**src/rtl/sync_counter_ctrl.sv**
```systemverilog
// rtl/sync_counter_ctrl.sv - sequencing controller for a 4-bit synchronous counter
module sync_counter_ctrl #(
    parameter int WIDTH = 4
) (
    input  logic             clk,
    input  logic             rst,
    input  logic             start,
    input  logic             stop,
    input  logic             hold,
    input  logic             periodic,
    input  logic [WIDTH-1:0] term,
    input  logic [WIDTH-1:0] cnt_q,
    output logic             cnt_clr,
    output logic             cnt_en,
    output logic             busy,
    output logic             done,
    output logic [WIDTH-1:0] term_r
);

    typedef enum logic [1:0] {
        IDLE  = 2'd0,
        ARM   = 2'd1,
        RUN   = 2'd2,
        PAUSE = 2'd3
    } state_t;

    state_t state;
    logic   mode_periodic;
    logic   terminal;

    // Out-of-range counter values also terminate, hence >= rather than ==.
    assign terminal = (cnt_q >= term_r);

    // Enable is the one output that follows cnt_q directly, so the counter
    // stops exactly on the terminal value and never wraps.
    assign cnt_en = (state == RUN) && !terminal;

    // State register with cnt_clr/busy/done registered alongside the next state.
    always_ff @(posedge clk) begin
        if (rst) begin
            state         <= IDLE;
            cnt_clr       <= 1'b0;
            busy          <= 1'b0;
            done          <= 1'b0;
            term_r        <= '0;
            mode_periodic <= 1'b0;
        end else begin
            done <= 1'b0;
            case (state)
                IDLE: begin
                    if (start && !stop) begin
                        term_r        <= term;
                        mode_periodic <= periodic;
                        state         <= ARM;
                        cnt_clr       <= 1'b1;
                        busy          <= 1'b1;
                    end
                end
                ARM: begin
                    cnt_clr <= 1'b0;
                    if (stop) begin
                        state <= IDLE;
                        busy  <= 1'b0;
                    end else begin
                        state <= RUN;
                    end
                end
                RUN: begin
                    if (stop) begin
                        state <= IDLE;
                        busy  <= 1'b0;
                    end else if (terminal) begin
                        done <= 1'b1;
                        if (mode_periodic) begin
                            state   <= ARM;
                            cnt_clr <= 1'b1;
                        end else begin
                            state <= IDLE;
                            busy  <= 1'b0;
                        end
                    end else if (hold) begin
                        state <= PAUSE;
                    end
                end
                PAUSE: begin
                    if (stop) begin
                        state <= IDLE;
                        busy  <= 1'b0;
                    end else if (!hold) begin
                        state <= RUN;
                    end
                end
                default: begin
                    state   <= IDLE;
                    cnt_clr <= 1'b0;
                    busy    <= 1'b0;
                end
            endcase
        end
    end

endmodule

```
**config.mk**
```make
export PLATFORM = sky130hd
export DESIGN_NAME = sync_counter_ctrl
export DESIGN_NICKNAME = d
export VERILOG_FILES = /design/src/rtl/sync_counter_ctrl.sv
export SDC_FILE = /design/constraint.sdc
export NUM_CORES = 1
export LEC_CHECK = 0
export ABC_CLOCK_PERIOD_IN_PS = 2100
export CAP_MARGIN = 20
export CORE_MARGIN = 4
export CORE_UTILIZATION = 40
export CTS_CLUSTER_SIZE = 28
export DETAILED_ROUTE_END_ITERATION = 16
export PLACE_DENSITY = 0.74
export SKIP_CTS_REPAIR_TIMING = 1
export SYNTH_ARGS = -nofsm -noshare
export SYNTH_HDL_FRONTEND = slang
export SYNTH_SLANG_ARGS = --single-unit
```
**constraint.sdc**
```tcl
create_clock -name clk -period 2.1 [get_ports clk]
set_clock_uncertainty 0.05 [all_clocks]
set_input_delay 0.315 -clock clk [delete_from_list [all_inputs] [get_ports clk]]
set_output_delay 0.315 -clock clk [all_outputs]
set_load 0.05 [all_outputs]
```
Word level (Yosys, flattened, before mapping)
Index checks and enable logic that the tools add are counted.
- eq/ne operators: 12
- reduce and logical (&&, ||, !) cells: 12
- bitwise gates (word level): 1
- mux-type cells: 20
- order comparisons: 1
- operators by type and width (operator ; number):
    2-to-1 mux 2 bit ; 7
    2-to-1 mux 1 bit ; 10
    != test 3 bit (second input constant) ; 3
    != test 2 bit (second input constant) ; 4
    one-hot mux 2 bit (4 select lines) ; 1
    one-hot mux 1 bit (3 select lines) ; 2
    AND reduction 5 bit ; 1
    == test 2 bit (second input constant) ; 2
    >= comparator 4 bit ; 1
    != test 4 bit (second input constant) ; 1
    AND reduction 4 bit ; 1
    AND reduction 3 bit ; 1
    nonzero test 3 bit ; 1
    OR reduction 3 bit ; 1
    == test 2 x 1 -> 1 bit (second input constant) ; 1
    logical AND 1 bit ; 2
    logical NOT 1 bit ; 2
    logical NOT 2 bit ; 1
    != test 2 x 1 -> 1 bit (second input constant) ; 1
    AND reduction 2 bit ; 1
    OR reduction 2 bit ; 1
    inverter 1 bit ; 1
- flip-flop bits (word level): 10
- logic and storage cells: 52
- bits of input ports: 14
- output and inout bits: 8

Longest topological paths before layout
Gate-level depths: netlist of run 1.
- depth after elaboration: 4
- depth in mapped cells: 6
- gate-level depth less buffers: 6

Worst setup path before layout of run 1
Ideal clock, no wire load.
- path kind: register to output
- start point: register term_r[2]
- end point: output port cnt_en
- arrival time: 1.969 ns
- cell stages (with the launch flop): 6
- setup slack: -0.234 ns
- required time: 1.735 ns
- path buffers: 0
- path through: dfxtp_1 -> inv_1 -> ha_1 -> a21o_1 -> a21oi_1 -> and4b_1
- word-level cells in the longest chain between the ends: 3
- ends and longest elaborated chain (item ; RTL line ; RTL):
    start, declared ; 17 ; output logic [WIDTH-1:0] term_r
    start signal, assigned ; 52 ; term_r <= term;
    >= comparator 4 bit ; 32 ; assign terminal = (cnt_q >= term_r);
    logical NOT 1 bit ; 36 ; assign cnt_en = (state == RUN) && !terminal;
    logical AND 1 bit ; 36 ;
    end, declared ; 14 ; output logic cnt_en,
No other way between the ends.

Final worst setup path of run 1
- start point: input port cnt_q[0]
- end point: output port cnt_en
- word-level cells in the longest chain between the ends: 3
- ends and longest elaborated chain (item ; RTL line ; RTL):
    start, declared ; 12 ; input logic [WIDTH-1:0] cnt_q,
    >= comparator 4 bit ; 32 ;
    logical NOT 1 bit ; 36 ;
    logical AND 1 bit ; 36 ;
No other way between the ends.

==> reports/summary.md, run 1 <==
### Setup path
- **Setup CP Type** in -> out
- **largest fanout on the critical path** 2
- **sort of element at the start of the critical path** primary input
- **critical path arrival** 1.69 ns
- **Data required, critical path** 1.74 ns
- **nature of the critical path endpoint** output pin
- **number of cells on the worst reg-to-reg path** 6

### Power and ir drop
- **sequential share of power** 0.447
- **Internal** 0.000334 W
- **P_sw** 0.000131 W
- **combinational cell fraction of total power** 0.286
- **Pwr Density** 535 mW/mm²
- **peak ir drop on the vdd network** 341 µV
- **Clock Power Share** 0.267
- **switching part of the total power** 0.282
- **total power of the final layout** 0.000465 W
- **leakage dissipation** 0.340 nW

### Finish
- **fraction of layout cells with a size suffix above 1** 0.202
- **commonest non-fill, non-tap cell in the layout** sky130_fd_sc_hd__clkdlybuf4s50_1
- **number of antenna diodes** 0
- **P&R area growth vs syn** 53.8%
- **leading cell types in the layout, fill and taps excluded** 19 x sky130_fd_sc_hd__clkdlybuf4s50_1, 10 x sky130_fd_sc_hd__nor2_1, 8 x sky130_fd_sc_hd__dfxtp_1
- **Final Net Count** 109
- **multi-input gate area in the final layout** 339 µm²
- **post-layout util** 0.660
- **Layout fillers** 98
- **register cell area after layout** 203 µm²

### Floorplanning
- **die width** 45.6 µm
- **Site Rows** 13
- **Starting Density** 0.429
- **number of I/O pins** 22
- **Core Footprint** 0.00132 mm²
- **overall die height** 45.6 µm
- **die outline area** 0.00208 mm²

### GRT
- **overall overflow remaining after global route** 0
- **global-route wire length before repair** 2.01 mm
- **overall fraction of global-route tracks in use** 0.133
- **vias in the first global route** 495
- **number of antenna violations at the first check in global routing** 0
- **maximum number of pins on one net before global-route repair** 11

### CTS
- **number of levels the H-tree was split into** 1
- **CTS root buffer** sky130_fd_sc_hd__clkbuf_4
- **Clock Tree Buf Depth** 2
- **TritonCTS clock tree** done
- **# clock sinks** 10
- **clock latency of the later-clocked register in the worst-skew pair** 0.26 ns
- **clock-pin slew reported for the worst setup and hold paths after clock tree synthesis** 0.06 ns
- **CTS buffer count** 3

### Timing
- **min Tclk post-route** 2.06 ns
- **worst hold margin** 0.441 ns
- **slew at the pin closest to its max-slew limit** 0.504 ns
- **fin. max-slew vios** 0
- **worst slew margin relative to its limit** 0.663
- **maximum operating frequency** 486 MHz
- **final cycle utilization of the critical path** 0.980
- **final count of hold timing violations** 0
- **final setup violating endpoints** 0

### Placement
- **DP HPWL** 918 µm
- **routability cong.** 0.755
- **IO Port Bufs** 21

### Logic synthesis
- **net count after synthesis** 81
- **mean instance size in the synthesized netlist** 8.98 µm²
- **distinct cell type count of the synthesized netlist** 27
- **cell count after synthesis** 63
- **share of the yosys chip area belonging to registers** 0.354
- **proportion of register bits with asynchronous set or reset after synthesis** 0
- **top_reg_cell synth** sky130_fd_sc_hd__dfxtp_1
- **mapped cell area** 566 µm²
- **Post-synth EDFFs** 0
- **yosys warns** 0
- **count of state elements after synthesis** 10

### Min path
- **Min-Delay Path Depth** 2
- **worst min path class** reg -> reg

### Drt
- **average wire length per cell after detail routing** 11.4 µm
- **routed vias** 509
- **number of design-rule violations left by the first detailed-router iteration** 7
- **remaining antenna violation count after routing** 0
- **ratio of routed vias to standard cells** 4.89
- **drt drc** 0
- **routed wire length** 1.19 mm
- **1st-pass router iterations** 2

### Status
- **outcome** finished, final reports clean

### Run
- **number of maximum-capacitance violations** 0

-- Yosys cell counts (2+ instances only) --
cell | count | area (µm²)
sky130_fd_sc_hd__buf_6 | 2 | 22.5
sky130_fd_sc_hd__ha_1 | 4 | 50.1
sky130_fd_sc_hd__nor2_1 | 10 | 37.5
sky130_fd_sc_hd__mux2i_1 | 4 | 40.0
sky130_fd_sc_hd__nand2b_1 | 3 | 18.8
sky130_fd_sc_hd__nand2_1 | 3 | 11.3
sky130_fd_sc_hd__a21oi_1 | 4 | 20.0
sky130_fd_sc_hd__inv_1 | 5 | 18.8
sky130_fd_sc_hd__dfxtp_1 | 10 | 200
-- per-layer routing --
| metal | vias up | part of all wire | global-route usage |
|---|---|---|---|
| met2 | 11 | 0.47 | 0.206 |
| met4 | 0 | 0 | 0.0351 |
| met3 | 0 | 0.054 | 0.0593 |
| met1 | 223 | 0.48 | 0.165 |
| met5 | - | 0 | 0 |
| li1 | 275 | - | - |
-- sequential cells by signal, indices dropped and copies added (netlist names) --
name           count
state              2
busy               1
done               1
cnt_clr            1
term_r             4
mode_periodic      1
-- final timing paths --
kind / slack (ns) / start / end
worst max-delay path: 0.04 / cnt_q[0] / cnt_en
worst min register to register: 0.44 / cnt_clr / cnt_clr
worst max register to register: 0.45 / term_r[3] / done
worst min-delay path: 0.44 / cnt_clr / cnt_clr
-- final cells by class --
class / instances / area share
timing repair buffer: 27 / 0.308
inverter: 5 / 0.0216
clock buffer: 3 / 0.0259
multi-input combinational: 44 / 0.390
sequential: 10 / 0.233
tap: 15 / 0.0216
-- worst max-delay path, stage by stage --
cell and delay [ns]:
sky130_fd_sc_hd__clkdlybuf4s50_1 0.45, sky130_fd_sc_hd__inv_1 0.04, sky130_fd_sc_hd__ha_1 0.27, sky130_fd_sc_hd__o2111ai_2 0.18, sky130_fd_sc_hd__and4b_2 0.29, sky130_fd_sc_hd__buf_12 0.14
-- power groups by stage --
stage,sequential (W),combinational (W),clock [W]
floorplan,0.000235,0.0000488,0
finish,0.000208,0.000133,0.000124
CTS,0.000208,0.000125,0.000133
detailed placement,0.000212,0.000124,0
global route,0.000210,0.000144,0.000140
global placement,0.000212,0.000123,0
-- logic make-up (layout without fill, tap and decap cells) --
group / Yosys count / after routing / share of synthesized area
buffers and inverters: 9 / 35 / 0.0885
DFF: 10 / 10 / 0.354
AOI/OAI and AO/OA: 13 / 13 / 0.153
adders and majority gates: 4 / 4 / 0.0885
and+or+nand+nor: 22 / 22 / 0.226
muxes: 5 / 5 / 0.0907
-- metrics by stage --
stage | TNS [ns] | instances | worst slack [ns] | area (µm²)
6_report | 0 | 104 | 0.0416 | 870
5_1_grt | -0.00392 | 104 | -0.00392 | 870
4_1_cts | -0.0550 | 103 | -0.0550 | 837
3_5_place_dp | -0.0488 | 100 | -0.0488 | 815
3_3_place_gp | -0.0402 | 100 | -0.0402 | 815
2_1_floorplan | 0 | 63 | 0.0445 | 569
Note: power is estimated with default switching activity, not from simulation.
==> run 2: changes to the inputs <==
- HOLD_SLACK_MARGIN: not set -> 0.1
==> results of run 2 <==
The final DEF is identical to that of run 1; final timing and power are the same.
